File: config.mk
export PLATFORM = sky130hd
export DESIGN_NAME = bird_motion_ctrl
export DESIGN_NICKNAME = d
export VERILOG_FILES = /design/src/rtl/bird_motion_ctrl.sv
export SDC_FILE = /design/constraint.sdc
export NUM_CORES = 1
export LEC_CHECK = 0
export CORE_MARGIN = 1.5
export CORE_UTILIZATION = 55
export DETAILED_ROUTE_END_ITERATION = 6
export HOLD_SLACK_MARGIN = 0.06
export MAX_ROUTING_LAYER = met4
export PLACE_DENSITY = 0.88
export SYNTH_ARGS = -nofsm -noshare
export SYNTH_HDL_FRONTEND = slang
export SYNTH_SLANG_ARGS = --single-unit
File: constraint.sdc
create_clock -name Clk -period 8.25 [get_ports Clk]
set_clock_uncertainty 0.15 [all_clocks]
set_input_delay 0.825 -clock Clk [delete_from_list [all_inputs] [get_ports Clk]]
set_output_delay 0.825 -clock Clk [all_outputs]
set_load 0.05 [all_outputs]
File: src/rtl/bird_motion_ctrl.sv
// Flappy-bird style vertical motion controller.
// Frame-ticked gravity/flap physics with a one-hot game FSM.
module bird_motion_ctrl #(
    parameter int TICK_DIV = 1666666,
    parameter int Y_START  = 240,
    parameter int X_BIRD   = 160,
    parameter int Y_TOP    = 0,
    parameter int Y_FLOOR  = 460,
    parameter int GRAV_ACC = 1,
    parameter int FLAP_VEL = 8,
    parameter int MAX_FALL = 10
) (
    input  logic              Clk,
    input  logic              Reset,
    input  logic              Start,
    input  logic              Ack,
    input  logic              Flap_Button,
    output logic [9:0]        YBird,
    output logic [9:0]        XBird,
    output logic signed [7:0] Vel,
    output logic [15:0]       Frames,
    output logic              Frame_Tick,
    output logic              q_I,
    output logic              q_Wait,
    output logic              q_Upd,
    output logic              q_Lost
);

    localparam int CNT_W = $clog2(TICK_DIV + 1);
    localparam logic [CNT_W-1:0] TICK_LAST = CNT_W'(TICK_DIV - 1);
    localparam logic signed [8:0]  GRAV_S  = 9'(GRAV_ACC);
    localparam logic signed [8:0]  FLAP_S  = 9'(FLAP_VEL);
    localparam logic signed [8:0]  MAXF_S  = 9'(MAX_FALL);
    localparam logic signed [10:0] TOP_S   = 11'(Y_TOP);
    localparam logic signed [10:0] FLOOR_S = 11'(Y_FLOOR);

    typedef enum logic [3:0] {
        S_I    = 4'b0001,
        S_WAIT = 4'b0010,
        S_UPD  = 4'b0100,
        S_LOST = 4'b1000
    } state_t;

    state_t             state_q, state_d;
    logic [CNT_W-1:0]   tick_q, tick_d, tick_inc;
    logic [9:0]         y_q, y_d;
    logic signed [7:0]  vel_q, vel_d;
    logic [15:0]        frames_q, frames_d;
    logic               pend_q, pend_d;
    logic               flap_prev_q, flap_prev_d;
    logic               flap_edge;
    logic signed [8:0]  vel_inc, nv;
    logic signed [10:0] ny;

    assign Frame_Tick = (tick_q == TICK_LAST);
    assign flap_edge  = Flap_Button & ~flap_prev_q;
    assign tick_inc   = Frame_Tick ? '0 : tick_q + CNT_W'(1);

    assign YBird  = y_q;
    assign XBird  = 10'(X_BIRD);
    assign Vel    = vel_q;
    assign Frames = frames_q;
    assign q_I    = state_q[0];
    assign q_Wait = state_q[1];
    assign q_Upd  = state_q[2];
    assign q_Lost = state_q[3];

    // Candidate velocity and row for this frame, widened so nothing wraps.
    always_comb begin
        vel_inc = $signed({vel_q[7], vel_q}) + GRAV_S;
        if (pend_q) begin
            nv = -FLAP_S;
        end else if (vel_inc > MAXF_S) begin
            nv = MAXF_S;
        end else begin
            nv = vel_inc;
        end
        ny = $signed({1'b0, y_q}) + $signed({{2{nv[8]}}, nv});
    end

    // Game sequencing and next-value selection for every register.
    always_comb begin
        state_d     = state_q;
        tick_d      = tick_q;
        y_d         = y_q;
        vel_d       = vel_q;
        frames_d    = frames_q;
        pend_d      = pend_q;
        flap_prev_d = Flap_Button;
        case (state_q)
            S_I: begin
                tick_d   = '0;
                pend_d   = 1'b0;
                y_d      = 10'(Y_START);
                vel_d    = '0;
                frames_d = '0;
                if (Start) begin
                    state_d = S_WAIT;
                end
            end
            S_WAIT: begin
                tick_d = tick_inc;
                pend_d = pend_q | flap_edge;
                if (Frame_Tick) begin
                    state_d = S_UPD;
                end
            end
            S_UPD: begin
                tick_d   = tick_inc;
                pend_d   = flap_edge;
                frames_d = frames_q + 16'd1;
                if (ny >= FLOOR_S) begin
                    y_d     = 10'(Y_FLOOR);
                    vel_d   = '0;
                    tick_d  = '0;
                    pend_d  = 1'b0;
                    state_d = S_LOST;
                end else if (ny <= TOP_S) begin
                    y_d     = 10'(Y_TOP);
                    vel_d   = '0;
                    state_d = S_WAIT;
                end else begin
                    y_d     = ny[9:0];
                    vel_d   = nv[7:0];
                    state_d = S_WAIT;
                end
            end
            S_LOST: begin
                tick_d = '0;
                pend_d = 1'b0;
                if (Ack) begin
                    y_d      = 10'(Y_START);
                    vel_d    = '0;
                    frames_d = '0;
                    state_d  = S_I;
                end
            end
            default: begin
                tick_d   = '0;
                pend_d   = 1'b0;
                y_d      = 10'(Y_START);
                vel_d    = '0;
                frames_d = '0;
                state_d  = S_I;
            end
        endcase
    end

    // State and datapath registers with synchronous reset.
    always_ff @(posedge Clk) begin
        if (Reset) begin
            state_q     <= S_I;
            tick_q      <= '0;
            y_q         <= 10'(Y_START);
            vel_q       <= '0;
            frames_q    <= '0;
            pend_q      <= 1'b0;
            flap_prev_q <= 1'b0;
        end else begin
            state_q     <= state_d;
            tick_q      <= tick_d;
            y_q         <= y_d;
            vel_q       <= vel_d;
            frames_q    <= frames_d;
            pend_q      <= pend_d;
            flap_prev_q <= flap_prev_d;
        end
    end

endmodule

# Word level (Yosys, flattened, before mapping)
# Cells that the tools add are included.
[word_totals]
register_bits = 61
inputBits = 5
output_inout_bits = 49
[classes]
n_addsub = 4
n_lt_le_gt_ge = 3
n_eq_ne = 8
mux = 22
bitwise = 4
n_reduce_logical = 2
[ops]
columns = ["op", "n"]
rows = [
  ["$pmux W16 S3", 1],
  ["$mux W21", 2],
  ["$pmux W21 S2", 1],
  ["$mux W10", 3],
  ["$pmux W10 S3", 1],
  ["$mux W8", 3],
  ["$pmux W8 S3", 1],
  ["$add A21 B1 Y21 const B", 1],
  ["$eq A21 B21 Y1 const B", 1],
  ["$mux W9", 2],
  ["$add A16 B1 Y16 const B", 1],
  ["$mux W16", 1],
  ["$mux W4", 4],
  ["$pmux W4 S4", 1],
  ["$add A11 B9 Y11", 1],
  ["$ge A11 B10 Y1 const B", 1],
  ["$le A11 B1 Y1 const B", 1],
  ["$add A8 B2 Y9 const B", 1],
  ["$gt A9 B5 Y1 const B", 1],
  ["$ne A2 B2 Y1 const B", 3],
  ["$eq A4 B1 Y1 const B", 1],
  ["$eq A4 B2 Y1 const B", 1],
  ["$eq A4 B3 Y1 const B", 1],
  ["$eq A4 B4 Y1 const B", 1],
  ["7 further kinds", 8],
]

# Logic depth before layout (Yosys ltp)
# Gate-level depths: netlist of run 1.
[logic_depth]
depth_word = 9
ltp_mapped = 19
depth_no_buf = 18

# Least setup slack after synthesis of run 1
# OpenSTA, ideal clock, no wires.
[synth_path]
kind = "reg-to-reg"
startpoint = "reg vel_q[0], in the netlist Vel[0]"
endpoint = "reg vel_q[2], in the netlist Vel[2]"
t_arrival_ns = 4.626
setup_slack_ns = 3.356
path_stages_with_launch = 17
path_buffers = 2
period_less_slack_ns = 4.894
path_cell_list = "dfxtp_1 -> ha_1 -> clkbuf_1 -> nand4_1 -> o21a_1 -> o32ai_1 -> o21ba_2 -> inv_1 -> fa_1 -> nor2b_4 -> o31a_1 -> o211ai_1 -> or4_1 -> or4_1 -> and4_1 -> buf_6 -> a32o_1"
[synth_via]
elab_chain_len = 9
elab_cells_between_ends = 10
classes_between = "2 x add/sub; 3 x order compare; 5 x mux"
[synth_lines]
columns = ["item", "line", "source"]
rows = [
  ["from (decl)", "47", "logic signed [7:0] vel_q, vel_d;"],
  ["from (signal assigned)", "163", "vel_q <= vel_d;"],
  ["$add A8 B2 Y9 (*)", "70", "vel_inc = $signed({vel_q[7], vel_q}) + GRAV_S;"],
  ["$gt A9 B5 Y1", "73", "end else if (vel_inc > MAXF_S) begin"],
  ["$mux W9 (*)", "73", ""],
  ["$mux W9 (*)", "71", "if (pend_q) begin"],
  ["$add A11 B9 Y11", "78", "ny = $signed({1'b0, y_q}) + $signed({{2{nv[8]}}, nv});"],
  ["$le A11 B1 Y1", "118", "end else if (ny <= TOP_S) begin"],
  ["$mux W8", "118", ""],
  ["$mux W8 (*)", "112", "if (ny >= FLOOR_S) begin"],
  ["$pmux W8 S3 (*)", "90", "case (state_q)"],
]
# Every way passes the cells marked *; elsewhere a longest branch is shown, timed or not.
# A chain may end at the register's enable or synchronous reset.

# Worst setup path after layout of run 1
[layout_path]
startpoint = "reg vel_q[0], in the netlist Vel[0]"
endpoint = "reg tick_q[19]"
[layout_via]
elab_chain_len = 8
[layout_lines]
columns = ["item", "line", "source"]
rows = [
  ["$add A8 B2 Y9 (*)", "70", ""],
  ["$gt A9 B5 Y1", "73", ""],
  ["$mux W9 (*)", "73", ""],
  ["$mux W9 (*)", "71", ""],
  ["$add A11 B9 Y11 (*)", "78", ""],
  ["$ge A11 B10 Y1 (*)", "112", ""],
  ["$mux W21 (*)", "112", ""],
  ["$pmux W21 S2 (*)", "90", ""],
  ["to (signal assigned)", "161", "tick_q <= tick_d;"],
  ["to (decl)", "45", "logic [CNT_W-1:0] tick_q, tick_d, tick_inc;"],
]
# Marked as above.

==> qor.txt, run 1 <==
# fillers: 521
Die ar.: 0.00720 sq mm
# Post-CTS Setup Buffers: 0
Synth async-reset ratio: 0
clock-pin slew on the worst setup and hold paths: 80 ps
drt wl/cell: 14.6 microns
Yosys Warn Count: 0
most instantiated library cell after synthesis: nor2_1
Rel. slew slack: 0.238
largest net degree at the start of global routing: 17
CP Data Arrival Time: 5210 ps
area of the multi-input gates: 0.00227 sq mm
clk_lat worst skew: 350 ps
Post-Syn Instances: 454
failing checks: design-rule violations
ant diodes: 0
status: finished with violations
number of global-route vias before repair: 3128
gr ovfl total: 0
DPL Wire Length: 6070 microns
root buf cell: clkbuf_8
DIE HEIGHT: 84.9 microns
first-pass GRT wire length: 14300 microns
Synth area leaders: dfxtp_1 (33%), nor2_1 (6.4%), xnor2_1 (5.9%)
top_reg_cell synth: dfxtp_1
post-detailed-route via-to-cell ratio: 5.95
final core occ: 0.666
Max Transition Viols Final: 0
share of the synthesized area in the top cell type: 0.331
maximum vdd drop: 0.133 mV
H-tree levels: 3
hold buffers post-CTS: 0
slew at the pin with the worst max-slew slack: 1140 ps
Distinct cells, synth: 64
clk buf depth: 2
RSZ-0062 raised after global routing: false
total core area: 0.00642 sq mm
Total GRT Usage: 0.251
hold slack: 332 ps
Final Hold Fails: 0
leading area contributor after synthesis: dfxtp_1
Critical Path Source Type: register
Seq/Total Area, Yosys: 0.331
critical path type: register to register
starting density of the core: 0.574
Leak: 1.59 nW
DR pass1 iterations: 7
wirelength, routed: 8350 microns
PwrDens: 168 mW/mm^2
number of CTS-inserted buffers: 9
f_max: 194 MHz
# DRC: 11
TNS Setup: 0 ps
fin crit share: 0.626
CP Capture Type: register
most frequent cells after synthesis: nor2_1 (63), dfxtp_1 (61), nand2_1 (39)
MaxCap Viol Count: 0
Mean Syn Cell Area: 8.12 sq um
IO Pins: 54
area grow syn2layout: 16.1%
minimum clock period: 5170 ps
input/output buffers: 43
R2R setup slack: 3080 ps
Netlist Area Pre-Place: 0.00369 sq mm
Tot Pwr: 0.717 mW
layout cells sized above 1: 0.0727
die width: 84.9 microns
Via Count: 3402
row count: 29
worst-path fanout max: 14
CTS Sinks: 61
Final ANT Viol Nets: 0
CP required: 8290 ps
initial antenna violation count: 0
sequential standard cell area: 0.00122 sq mm
Hold/Removal Path Class: register to register
final setup fails: 0
Total Nets Final: 511
post-CTS resize count: 0
RePlAce Congestion: 0.902
number of synthesized register bits: 61
CTS tree: yes
Post-synth EDFFs: 0
1st-iter DRT viols: 235
[critical path, cell delays in order (launching register included)]
cell and delay, ps:
dfxtp_1 500, ha_1 380, o21bai_1 160, a21oi_1 80, nor3_1 210, nor2_1 70
o32ai_1 540, o21ba_2 250, inv_1 60, fa_1 460, nor2b_4 220, o21a_1 170
mux2i_1 80, a211oi_1 380, o2111ai_1 290, a21oi_1 870, nor2_1 120
[metrics by stage]
step | instances | area, sq um | setup slack, ps
4_1_cts | 572 | 4280 | 3130
3_3_place_gp | 556 | 4080 | 3410
5_1_grt | 572 | 4280 | 2670
2_1_floorplan | 462 | 3720 | 3360
3_5_place_dp | 556 | 4080 | 3160
6_report | 572 | 4280 | 3080
[cells in the final DEF (no fill, tap or decap), types with 10 or more instances in the layout]
cell / instances
clkdlybuf4s50_1: 43
inv_1: 15
ha_1: 15
a21oi_1: 21
nor3_1: 12
dfxtp_1: 61
xor2_1: 14
nand4_1: 14
nand3_1: 17
o21ai_0: 19
conb_1: 10
nor2_1: 63
nand2_1: 39
xnor2_1: 25
[final timing paths]
check,start,end,cells past startpoint
worst max-delay path,Vel[0]$_SDFFE_PP0P_,tick_q[19]$_SDFF_PP0_,16
worst min-delay path,YBird[8]$_SDFFE_PP0P_,YBird[8]$_SDFFE_PP0P_,2
worst max register to register,Vel[0]$_SDFFE_PP0P_,tick_q[19]$_SDFF_PP0_,16
worst min register to register,YBird[8]$_SDFFE_PP0P_,YBird[8]$_SDFFE_PP0P_,2
[metal layers]
layer | track usage | vias up | share of wire
li1 | - | 1669 | -
met1 | 0.331 | 1574 | 0.45
met2 | 0.377 | 141 | 0.45
met3 | 0.0486 | 18 | 0.070
met4 | 0.107 | 0 | 0.021
met5 | - | - | 0
[final cells by class]
class / count / share of cell area
clock buffer: 9 / 0.0289
sequential: 61 / 0.285
clock inverter: 7 / 0.0172
tap: 77 / 0.0225
multi-input combinational: 359 / 0.531
timing repair buffer: 44 / 0.102
inverter: 15 / 0.0132
[power breakdown]
group	switching (mW)	internal [mW]	total, mW
registers	0.00968	0.301	0.310
logic	0.0929	0.0423	0.135
clock network	0.130	0.141	0.271
total	0.233	0.484	0.717
[sequential cells by signal, indices dropped and copies added (netlist names)]
signal and cells:
Frames 16, Vel 8, YBird 10, flap_prev_q 1
pend_q 1, state_q 4, tick_q 21
[cells by family (layout without fill, tap and decap cells)]
kind of cell / Yosys count / count (layout) / synth area share
xor gates and xnor gates: 39 / 39 / 0.0926
other: 2 / 10 / 0.00204
muxes: 3 / 3 / 0.00848
and+or+nand+nor: 192 / 192 / 0.259
adders and majority gates: 16 / 16 / 0.0563
AOI/OAI and AO/OA: 99 / 99 / 0.189
DFF: 61 / 61 / 0.331
buffers and inverters: 42 / 75 / 0.0611
Power figures use the tool's default switching activity.
==> run 2: changes to the inputs <==
clock period = 5 ns   (was 8.25 ns; I/O delays follow)
==> run 2 against run 1 <==
The flow still finishes with violations (design-rule violations). Combinational power grew 70%. Flip-flop and latch count is the same. Worst hold slack better by 6.4 ps. Fmax up 12%. Core utilization grew 0.62 points. Via count shrank 0.62%. Cell area increased by 0.94%. Non-clock buffer count rose by 2. Register-to-register slack lost 2700 ps.
==> qor.txt, run 2 (synthesis gave the netlist of run 1 again) <==
initial antenna violation count: 0
CTS Sinks: 61
layout cells sized above 1: 0.0885
# Post-CTS Setup Buffers: 0
maximum vdd drop: 0.255 mV
DPL Wire Length: 6290 microns
Via Count: 3381
most flop-heavy register: tick_q
CP required: 5090 ps
Hold/Removal Path Class: register to register
ant diodes: 0
# fillers: 499
Clock power frac: 0.382
crit path max-delay cell type: or4_1
TNS Setup: 0 ps
Critical Path Source Type: register
Total GRT Usage: 0.264
Total Nets Final: 513
Final ANT Viol Nets: 0
DIE HEIGHT: 84.9 microns
MaxCap Viol Count: 0
combinational power share: 0.192
number of CTS-inserted buffers: 9
RSZ-0062 raised after global routing: false
clk_lat worst skew: 350 ps
Rel. slew slack: 0.0783
drt wl/cell: 14.9 microns
critical path type: register to register
NetSw: 0.384 mW
post-detailed-route via-to-cell ratio: 5.89
Max Transition Viols Final: 0
clk buf depth: 2
minimum clock period: 4620 ps
Net Sw Frac: 0.320
Crit path max-delay family: simple AND/OR/NAND/NOR gates
total core area: 0.00642 sq mm
first-pass GRT wire length: 14800 microns
worst path cell trace: inv_1, ha_1, o21ai_0, a31oi_1, nor3_1, nor2_1, o32ai_2, nor3_1, ha_1, inv_1, fa_1, nor2b_4, o31a_1, o211ai_1, or4_1, or4_1, and4_1, a32o_1
Setup WS pre-CTS: 146 ps
row count: 29
DR pass1 iterations: 7
# DRC: 11
area of the multi-input gates: 0.00228 sq mm
wirelength, routed: 8570 microns
H-tree levels: 3
RePlAce Congestion: 0.888
largest net degree at the start of global routing: 17
CTS tree: yes
clock-pin slew on the worst setup and hold paths: 70 ps
area grow syn2layout: 17.2%
worst-path fanout max: 10
die width: 84.9 microns
PwrDens: 278 mW/mm^2
final setup fails: 0
Die ar.: 0.00720 sq mm
slew at the pin with the worst max-slew slack: 1370 ps
number of global-route vias before repair: 3130
Leak: 1.61 nW
hold buffers post-CTS: 0
fin crit share: 0.924
IO Pins: 54
failing checks: design-rule violations
Int Pwr: 0.816 mW
sequential standard cell area: 0.00123 sq mm
root buf cell: clkbuf_8
CP Capture Type: register
status: finished with violations
Worst Path Buf+Inv: 2
sequential power share: 0.426
max reg flops: 21
1st-iter DRT viols: 206
most frequent cells in the layout: nor2_1 (63), dfxtp_1 (57), clkdlybuf4s50_1 (43)
most common cell after layout, fill and taps aside: nor2_1
gr ovfl total: 0
slowest cell delay on critical path: 500 ps
input/output buffers: 43
f_max: 216 MHz
CP Data Arrival Time: 4710 ps
starting density of the core: 0.574
Final Hold Fails: 0
setup ws final: 380 ps
-- run 2: changes by cell type in the layout (fill, tap and decap cells not counted), sizes merged --
cell / delta
clkinvlp: -1
clkbuf: +1
buf: +2
-- run 2: final cells by class --
class / instances / share of cell area
Clock buffer: 10 / 0.0319
Clock inverter: 6 / 0.0162
Inverter: 15 / 0.0130
Multi-Input combinational cell: 359 / 0.528
Sequential cell: 61 / 0.284
Tap cell: 77 / 0.0223
Timing Repair Buffer: 46 / 0.105
-- run 2: power groups by stage --
stage	registers, mW	logic (mW)	clock network, mW
4_1_cts	0.511	0.226	0.466
3_3_place_gp	0.522	0.218	0
2_1_floorplan	0.549	0.144	0
5_1_grt	0.512	0.249	0.484
6_report	0.511	0.230	0.459
3_5_place_dp	0.522	0.223	0
-- run 2: timing repair --
item | CTS | global route
endpoints found under the setup margin | 0 | 10
gates resized for setup | 0 | 6
endpoints found under the hold margin | 0 | 0
-- run 2: worst paths after layout --
check / from / to / slack (ps) / cells past startpoint
max: Vel[1]$_SDFFE_PP0P_ / Vel[2]$_SDFFE_PP0P_ / 380 / 18
min reg2reg: YBird[8]$_SDFFE_PP0P_ / YBird[8]$_SDFFE_PP0P_ / 340 / 2
max reg2reg: Vel[1]$_SDFFE_PP0P_ / Vel[2]$_SDFFE_PP0P_ / 380 / 18
min: YBird[8]$_SDFFE_PP0P_ / YBird[8]$_SDFFE_PP0P_ / 340 / 2
-- run 2: through the flow --
step / utilization / instances / hold slack [ps] / cell area (sq um) / power (mW)
after floorplan: - / 462 / 295 / 3720 / 0.693
after global placement: 0.638 / 558 / 312 / 4100 / 0.740
after detailed placement: 0.638 / 558 / 326 / 4100 / 0.745
after CTS: 0.670 / 574 / 340 / 4310 / 1.20
after global routing: 0.673 / 574 / 370 / 4320 / 1.25
final: 0.673 / 574 / 338 / 4320 / 1.20
-- run 2: worst min-delay path, delay by kind of cell (launching register included) --
| kind | cells | cell delay [ps] |
|---|---|---|
| and+or+nand+nor | 1 | 60 |
| DFF | 1 | 330 |
| AOI/OAI and AO/OA | 1 | 50 |
-- run 2: metal layers --
layer | part of all wire | up-vias | track usage | wire [microns]
li1 | - | 1674 | - | -
met1 | 0.44 | 1580 | 0.336 | 3800
met2 | 0.48 | 105 | 0.414 | 4110
met3 | 0.054 | 22 | 0.0516 | 464
met4 | 0.021 | 0 | 0.103 | 184
met5 | 0 | - | - | 0
